<file path="src/rtl/ped_countdown_timer_if.sv">
// Control and status bundle for the pedestrian countdown timer.
// The master drives the commands; the slave (the timer) returns the count and flags.
interface ped_countdown_timer_if;
  logic       load;
  logic [6:0] load_val;
  logic       start;
  logic       pause;
  logic       tick;
  logic [6:0] remaining;
  logic [3:0] tens;
  logic [3:0] ones;
  logic       running;
  logic       done;
  logic       stall;

  modport master (
    output load, load_val, start, pause,
    input  tick, remaining, tens, ones, running, done, stall
  );

  modport slave (
    input  load, load_val, start, pause,
    output tick, remaining, tens, ones, running, done, stall
  );
endinterface

</file>
<file path="src/rtl/ped_countdown_timer.sv">
// Pedestrian crossing countdown: counts seconds down on each slow_clk rising edge,
// shows the value as BCD digits and flags a stalled seconds source.
module ped_countdown_timer #(
  parameter int MAX_SEC   = 99,
  parameter int STALL_CYC = 50000000
) (
  input  logic clk,
  input  logic rst,
  input  logic slow_clk,
  ped_countdown_timer_if.slave bus
);

  typedef enum logic [2:0] {IDLE, LOADED, RUN, PAUSED, DONE} state_t;

  localparam int              CNT_W     = $clog2(STALL_CYC + 1);
  localparam logic [6:0]      MAX_VAL   = 7'(MAX_SEC);
  localparam logic [CNT_W-1:0] STALL_LIM = CNT_W'(STALL_CYC);

  state_t           state;
  logic             s1, s2, s3;
  logic             tick_r;
  logic [6:0]       remaining;
  logic [3:0]       tens, ones;
  logic             done_r;
  logic             stall_r;
  logic [CNT_W-1:0] stall_cnt;
  logic [6:0]       clamped;

  function automatic logic [3:0] tens_of(input logic [6:0] v);
    logic [6:0] q;
    q = v / 7'd10;
    return q[3:0];
  endfunction

  function automatic logic [3:0] ones_of(input logic [6:0] v);
    logic [6:0] r;
    r = v % 7'd10;
    return r[3:0];
  endfunction

  assign clamped = (bus.load_val > MAX_VAL) ? MAX_VAL : bus.load_val;

  // slow_clk is asynchronous: two flops resolve metastability, s3 gives edge history
  always_ff @(posedge clk) begin
    if (rst) begin
      s1     <= 1'b0;
      s2     <= 1'b0;
      s3     <= 1'b0;
      tick_r <= 1'b0;
    end else begin
      s1     <= slow_clk;
      s2     <= s1;
      s3     <= s2;
      tick_r <= s2 & ~s3;
    end
  end

  always_ff @(posedge clk) begin
    if (rst) begin
      state     <= IDLE;
      remaining <= 7'd0;
      tens      <= 4'd0;
      ones      <= 4'd0;
      done_r    <= 1'b0;
      stall_r   <= 1'b0;
      stall_cnt <= '0;
    end else begin
      done_r <= 1'b0;
      case (state)
        RUN: begin
          // pause wins over a coincident tick so the displayed value never jumps
          if (bus.pause) begin
            state <= PAUSED;
          end else if (tick_r) begin
            if (remaining == 7'd1) begin
              remaining <= 7'd0;
              tens      <= 4'd0;
              ones      <= 4'd0;
              state     <= DONE;
              done_r    <= 1'b1;
            end else begin
              remaining <= remaining - 7'd1;
              tens      <= tens_of(remaining - 7'd1);
              ones      <= ones_of(remaining - 7'd1);
            end
          end
        end
        default: begin
          if (bus.load) begin
            remaining <= clamped;
            tens      <= tens_of(clamped);
            ones      <= ones_of(clamped);
            state     <= LOADED;
            stall_r   <= 1'b0;
          end else if (bus.start) begin
            if (state == LOADED) begin
              if (remaining != 7'd0) begin
                state <= RUN;
              end else begin
                state  <= DONE;
                done_r <= 1'b1;
              end
            end else if (state == PAUSED && remaining != 7'd0) begin
              state <= RUN;
            end
          end
        end
      endcase

      // Watchdog on the seconds source; saturates so the sticky flag never re-arms
      if (state == RUN && !tick_r) begin
        if (stall_cnt != STALL_LIM) begin
          stall_cnt <= stall_cnt + CNT_W'(1);
          if (stall_cnt + CNT_W'(1) == STALL_LIM) begin
            stall_r <= 1'b1;
          end
        end
      end else begin
        stall_cnt <= '0;
      end
    end
  end

  assign bus.tick      = tick_r;
  assign bus.remaining = remaining;
  assign bus.tens      = tens;
  assign bus.ones      = ones;
  assign bus.running   = (state == RUN);
  assign bus.done      = done_r;
  assign bus.stall     = stall_r;

endmodule

</file>
<file path="src/flat_wrapper.sv">
// flat-port wrapper written by rule: the top's interface ports become plain ports
module ped_countdown_timer_flat 
#(
  parameter int MAX_SEC   = 99,
  parameter int STALL_CYC = 50000000
)
  (clk, rst, slow_clk, bus_load, bus_load_val, bus_start, bus_pause, bus_tick, bus_remaining, bus_tens, bus_ones, bus_running, bus_done, bus_stall);
  ped_countdown_timer_if bus_i ();
  input  logic clk;
  input  logic rst;
  input  logic slow_clk;
  input wire logic [$bits(bus_i.load)-1:0] bus_load;
  input wire logic [$bits(bus_i.load_val)-1:0] bus_load_val;
  input wire logic [$bits(bus_i.start)-1:0] bus_start;
  input wire logic [$bits(bus_i.pause)-1:0] bus_pause;
  output wire logic [$bits(bus_i.tick)-1:0] bus_tick;
  output wire logic [$bits(bus_i.remaining)-1:0] bus_remaining;
  output wire logic [$bits(bus_i.tens)-1:0] bus_tens;
  output wire logic [$bits(bus_i.ones)-1:0] bus_ones;
  output wire logic [$bits(bus_i.running)-1:0] bus_running;
  output wire logic [$bits(bus_i.done)-1:0] bus_done;
  output wire logic [$bits(bus_i.stall)-1:0] bus_stall;
  assign bus_i.load = bus_load;
  assign bus_i.load_val = bus_load_val;
  assign bus_i.start = bus_start;
  assign bus_i.pause = bus_pause;
  assign bus_tick = bus_i.tick;
  assign bus_remaining = bus_i.remaining;
  assign bus_tens = bus_i.tens;
  assign bus_ones = bus_i.ones;
  assign bus_running = bus_i.running;
  assign bus_done = bus_i.done;
  assign bus_stall = bus_i.stall;
  ped_countdown_timer #(.MAX_SEC(MAX_SEC), .STALL_CYC(STALL_CYC)) u_core (.clk(clk), .rst(rst), .slow_clk(slow_clk), .bus(bus_i));
endmodule
</file>
<file path="config.mk">
export PLATFORM = sky130hd
export DESIGN_NAME = ped_countdown_timer_flat
export DESIGN_NICKNAME = d
export VERILOG_FILES = /design/src/rtl/ped_countdown_timer_if.sv /design/src/rtl/ped_countdown_timer.sv /design/src/flat_wrapper.sv
export SDC_FILE = /design/constraint.sdc
export NUM_CORES = 1
export LEC_CHECK = 0
export ABC_CLOCK_PERIOD_IN_PS = 4500
export CAP_MARGIN = 5
export CORE_ASPECT_RATIO = 0.8
export CORE_MARGIN = 5
export CORE_UTILIZATION = 45
export DETAILED_ROUTE_END_ITERATION = 12
export PLACE_DENSITY = 0.66
export SYNTH_ARGS = -nofsm -noshare
export SYNTH_HDL_FRONTEND = slang
export SYNTH_SLANG_ARGS = --single-unit
</file>
<file path="constraint.sdc">
create_clock -name clk -period 4.5 [get_ports clk]
set_input_delay 0.9 -clock clk [delete_from_list [all_inputs] [get_ports clk]]
set_output_delay 0.9 -clock clk [all_outputs]
set_load 0.05 [all_outputs]
</file>
==> impl_metrics.xml <==
<?xml version="1.0" encoding="UTF-8"?>
<metrics>
  <group name="run_status">
    <metric name="result_of_the_run" unit="">finished, final reports clean</metric>
  </group>
  <group name="global_route">
    <metric name="pin_count_of_the_biggest_net_entering_global_routing" unit="">27</metric>
    <metric name="global_route_wire_length_before_repair" unit="mm">16.5</metric>
    <metric name="antenna_violations_before_repair" unit="">0</metric>
    <metric name="overflow_after_grt" unit="">0</metric>
    <metric name="first_global_vias" unit="">3336</metric>
    <metric name="track_usage" unit="%">18.8</metric>
  </group>
  <group name="die">
    <metric name="initial_utilization" unit="%">46.3</metric>
    <metric name="die_x" unit="µm">114</metric>
    <metric name="coreArea" unit="µm²">8480</metric>
    <metric name="ios" unit="">32</metric>
    <metric name="die_h" unit="µm">93.5</metric>
    <metric name="std_cell_rows" unit="">30</metric>
    <metric name="die_area" unit="µm²">10700</metric>
  </group>
  <group name="timing">
    <metric name="rsz_0062_raised_after_global_routing" unit="">false</metric>
    <metric name="measured_slew_at_the_worst_slew_check_pin" unit="ns">0.803</metric>
    <metric name="period_needed" unit="ns">4.25</metric>
    <metric name="timing.final.setup_violations" unit="">0</metric>
    <metric name="max_freq" unit="GHz">0.235</metric>
    <metric name="timing.max_slew.rel_slack" unit="%">46.3</metric>
    <metric name="fin_tns_setup" unit="ns">0</metric>
    <metric name="finalHoldViolations" unit="">0</metric>
    <metric name="slew_violations" unit="">0</metric>
    <metric name="timing.final.crit_share" unit="%">94.5</metric>
    <metric name="final.setup_skew" unit="ns">0.00966</metric>
  </group>
  <group name="synthesis">
    <metric name="most_area_hungry_cell_type_in_the_yosys_netlist" unit="">sky130_fd_sc_hd__dfxtp_1</metric>
    <metric name="synth-seq-area-share" unit="%">25.5</metric>
    <metric name="netlist-cell-type-count" unit="">79</metric>
    <metric name="synth_enable_flop_cells" unit="">0</metric>
    <metric name="avgSynthCellArea" unit="µm²">7.50</metric>
    <metric name="postSynthCellCount" unit="">523</metric>
    <metric name="synthTopCellsByArea" unit="">sky130_fd_sc_hd__dfxtp_1, sky130_fd_sc_hd__nor2_1, sky130_fd_sc_hd__xnor2_1, sky130_fd_sc_hd__xor2_1, sky130_fd_sc_hd__nand2_1</metric>
    <metric name="synth_area" unit="µm²">3930</metric>
    <metric name="yosys_register_bits" unit="">50</metric>
    <metric name="mappedNetlistNets" unit="">545</metric>
    <metric name="asr_flop_ratio_synth" unit="%">0</metric>
    <metric name="synthFlopType" unit="">sky130_fd_sc_hd__dfxtp_1</metric>
    <metric name="synth.top_cell.area_share" unit="%">25.5</metric>
    <metric name="synth.yosys.warnings" unit="">0</metric>
  </group>
  <group name="pwr">
    <metric name="vdd.ir_drop.worst" unit="V">0.000160</metric>
    <metric name="leakage_power_summed_over_all_cells" unit="nW">1.55</metric>
    <metric name="p_per_cell_area" unit="nW/µm²">303</metric>
  </group>
  <group name="detailed_routing">
    <metric name="avgRoutedWirePerCell" unit="µm">15.2</metric>
    <metric name="firstDrtPassIters" unit="">5</metric>
    <metric name="detail_route.vias_per_cell" unit="">5.87</metric>
    <metric name="drt-total-wl" unit="mm">10.0</metric>
    <metric name="vias" unit="">3862</metric>
    <metric name="drt.antenna.violating_nets" unit="">0</metric>
    <metric name="detail_route.drc_violations" unit="">0</metric>
    <metric name="drt-initial-drc-count" unit="">425</metric>
  </group>
  <group name="layout">
    <metric name="num_antenna_cells" unit="">0</metric>
    <metric name="ratio_of_cells_with_drive_above_1_in_the_final_layout" unit="%">10.3</metric>
    <metric name="finalNetCount" unit="">567</metric>
    <metric name="final_layout_fill_cell_count" unit="">853</metric>
    <metric name="stdcell_count" unit="">658</metric>
    <metric name="area_growth" unit="%">14.5</metric>
    <metric name="finish.instance_area" unit="µm²">4500</metric>
  </group>
  <group name="worst_setup_path">
    <metric name="crit_path_start_kind" unit="">input port</metric>
    <metric name="worst_ep_arrival_time" unit="ns">4.47</metric>
    <metric name="critPathKind" unit="">input port to flip-flop</metric>
    <metric name="worstSetupEndpointType" unit="">flip-flop</metric>
    <metric name="critPathRequiredTime" unit="ns">4.72</metric>
    <metric name="cp_max_fo" unit="">4</metric>
  </group>
  <group name="placed_design">
    <metric name="hpwlAfterDp" unit="mm">7.31</metric>
    <metric name="routabilityCongestion" unit="">0.878</metric>
    <metric name="dpl.cell_count" unit="">650</metric>
    <metric name="place.port_buffers" unit="">31</metric>
    <metric name="placed_cell_area" unit="µm²">4370</metric>
  </group>
  <group name="clocking">
    <metric name="cts_tree" unit="">built</metric>
    <metric name="clock_tree.htree_level_count" unit="">2</metric>
    <metric name="inserted_clock_buffers" unit="">5</metric>
    <metric name="cts-root-to-sink-buffers" unit="">2</metric>
    <metric name="clk_pin_slew_worst_paths" unit="ns">0.10</metric>
    <metric name="clkSinkCount" unit="">50</metric>
    <metric name="clk_root_buffer_cell" unit="">sky130_fd_sc_hd__clkbuf_8</metric>
    <metric name="clkLatencyLatePin" unit="ns">0.31</metric>
  </group>
  <group name="job">
    <metric name="max_cap_viol_count" unit="">0</metric>
  </group>
  <group name="hold_path">
    <metric name="hold_class" unit="">flip-flop to flip-flop</metric>
  </group>
</metrics>
==> critical path, cell delays in order <==
cell	delay (ns)
sky130_fd_sc_hd__clkdlybuf4s50_1	0.54
sky130_fd_sc_hd__a21bo_2	0.17
sky130_fd_sc_hd__inv_1	0.04
sky130_fd_sc_hd__ha_1	0.20
sky130_fd_sc_hd__or2_1	0.23
sky130_fd_sc_hd__a21boi_1	0.19
sky130_fd_sc_hd__nand2b_1	0.12
sky130_fd_sc_hd__a221oi_4	0.30
sky130_fd_sc_hd__nor2_1	0.08
sky130_fd_sc_hd__xnor2_1	0.15
sky130_fd_sc_hd__ha_1	0.24
sky130_fd_sc_hd__or4_1	0.56
sky130_fd_sc_hd__o211ai_2	0.13
sky130_fd_sc_hd__nor4b_4	0.09
sky130_fd_sc_hd__mux2_1	0.36
sky130_fd_sc_hd__o41ai_2	0.19
==> synthesized netlist by cell type (4+ instances only) <==
master	instances
sky130_fd_sc_hd__ha_1	9
sky130_fd_sc_hd__nand2b_1	12
sky130_fd_sc_hd__a32oi_1	4
sky130_fd_sc_hd__nand3b_1	5
sky130_fd_sc_hd__a31oi_1	5
sky130_fd_sc_hd__xnor2_1	18
sky130_fd_sc_hd__o21ai_1	6
sky130_fd_sc_hd__buf_2	10
sky130_fd_sc_hd__nand2_1	41
sky130_fd_sc_hd__nor4_1	4
sky130_fd_sc_hd__o211ai_1	5
sky130_fd_sc_hd__a22oi_1	6
sky130_fd_sc_hd__a21oi_1	19
sky130_fd_sc_hd__nand3_1	19
sky130_fd_sc_hd__or4_1	5
sky130_fd_sc_hd__inv_1	15
sky130_fd_sc_hd__xor2_1	18
sky130_fd_sc_hd__or3_1	8
sky130_fd_sc_hd__and3_1	6
sky130_fd_sc_hd__o21ai_0	25
sky130_fd_sc_hd__and4_1	7
sky130_fd_sc_hd__clkbuf_1	21
sky130_fd_sc_hd__o21a_1	4
sky130_fd_sc_hd__nand4_1	10
sky130_fd_sc_hd__nor3_1	18
sky130_fd_sc_hd__nor2_1	73
sky130_fd_sc_hd__nor2b_1	15
sky130_fd_sc_hd__dfxtp_1	50
sky130_fd_sc_hd__and2_1	6
==> where the power goes <==
group / total (mW) / internal [mW] / switching [mW]
combinational: 0.533 / 0.216 / 0.318
sequential: 0.498 / 0.464 / 0.0344
clock: 0.329 / 0.166 / 0.163
==> layout by cell type, fill, tap and decap left out, types with 4 or more instances in the layout <==
| cell | Yosys | final |
|---|---|---|
| sky130_fd_sc_hd__and2_1 | 6 | 6 |
| sky130_fd_sc_hd__a32oi_1 | 4 | 4 |
| sky130_fd_sc_hd__dfxtp_1 | 50 | 50 |
| sky130_fd_sc_hd__o21a_1 | 4 | 4 |
| sky130_fd_sc_hd__o21ai_0 | 25 | 25 |
| sky130_fd_sc_hd__a21oi_1 | 19 | 19 |
| sky130_fd_sc_hd__nor2b_1 | 15 | 14 |
| sky130_fd_sc_hd__nor3_1 | 18 | 18 |
| sky130_fd_sc_hd__a22oi_1 | 6 | 6 |
| sky130_fd_sc_hd__o21ai_1 | 6 | 6 |
| sky130_fd_sc_hd__buf_4 | 2 | 22 |
| sky130_fd_sc_hd__nand3_1 | 19 | 19 |
| sky130_fd_sc_hd__a31oi_1 | 5 | 5 |
| sky130_fd_sc_hd__inv_1 | 15 | 15 |
| sky130_fd_sc_hd__nand2_1 | 41 | 41 |
| sky130_fd_sc_hd__ha_1 | 9 | 9 |
| sky130_fd_sc_hd__or3_1 | 8 | 8 |
| sky130_fd_sc_hd__nor2_1 | 73 | 73 |
| sky130_fd_sc_hd__clkdlybuf4s50_1 | 0 | 31 |
| sky130_fd_sc_hd__nand4_1 | 10 | 10 |
| sky130_fd_sc_hd__xnor2_1 | 18 | 18 |
| sky130_fd_sc_hd__nor4_1 | 4 | 4 |
| sky130_fd_sc_hd__or4_1 | 5 | 5 |
| sky130_fd_sc_hd__nand2b_1 | 12 | 12 |
| sky130_fd_sc_hd__and3_1 | 6 | 6 |
| sky130_fd_sc_hd__o211ai_1 | 5 | 5 |
| sky130_fd_sc_hd__and4_1 | 7 | 7 |
| sky130_fd_sc_hd__xor2_1 | 18 | 18 |
| sky130_fd_sc_hd__clkbuf_8 | 0 | 5 |
| sky130_fd_sc_hd__nand3b_1 | 5 | 5 |
==> sequential cells by signal (all words and copies together), names as in the netlist, 3 cells and up <==
register and cells:
u_core.bus.ones 4, u_core.bus.remaining 7, u_core.bus.tens 4, u_core.stall_cnt 26, u_core.state 3
==> cell families (layout without fill, tap and decap cells) <==
kind of cell	after synthesis	after routing	synth area share, %
and+or+nand+nor	254	254	35.4
AOI/OAI and AO/OA	118	118	21.5
buffers and inverters	53	76	5.96
DFF	50	50	25.5
muxes	3	3	0.797
adders and majority gates	9	9	2.87
xor gates and xnor gates	36	36	8.03
==> timing repair <==
action / in CTS / in global routing
gates resized for setup: 0 / 3
buffers inserted: 0 / 0
setup endpoints to repair: 0 / 1
hold buffers: 0 / 0
==> area by class of cell <==
cell class	count	area, µm²	area share [%]
well taps	112	140	3.12
inverters	15	56.3	1.25
multi-input cells	420	2710	60.3
repair buffers	53	475	10.6
flip-flops and latches	50	1000	22.3
clock buffers	6	72.6	1.61
clock inverters	2	37.5	0.835
==> per-layer routing <==
layer	track usage [%]	vias up	wire, µm
met5	0	-	0
met4	4.45	0	84
met3	2.78	7	579
met2	26.8	105	4210
met1	29.1	1828	5160
li1	-	1922	-
==> metrics by stage <==
stage / total power, mW / util, % / setup slack [ns] / hold WS (ns)
after global routing: 1.43 / 53.0 / 0.0123 / 0.405
final: 1.36 / 53.0 / 0.249 / 0.383
after global placement: 1.02 / 51.6 / 0.0599 / 0.371
after CTS: 1.36 / 52.9 / 0.223 / 0.395
after floorplan: 0.894 / - / 0.00802 / 0.367
after detailed placement: 1.03 / 51.6 / -0.0785 / 0.377
==> path summary, 6_finish.rpt <==
check                                       startpoint                               to  slack, ns  cells after the start
setup / recovery                       bus_load_val[6]  u_core.bus.ones[2]$_SDFFE_PP0P_       0.25                     16
hold / removal                    u_core.s3$_SDFF_PP0_       u_core.bus.tick$_SDFF_PP0_       0.38                      1
setup reg to reg  u_core.bus.remaining[0]$_SDFFE_PP0P_  u_core.bus.ones[1]$_SDFFE_PP0P_       0.84                     13
hold reg to reg                   u_core.s3$_SDFF_PP0_       u_core.bus.tick$_SDFF_PP0_       0.38                      1
Note: power is estimated with default switching activity, not from simulation.
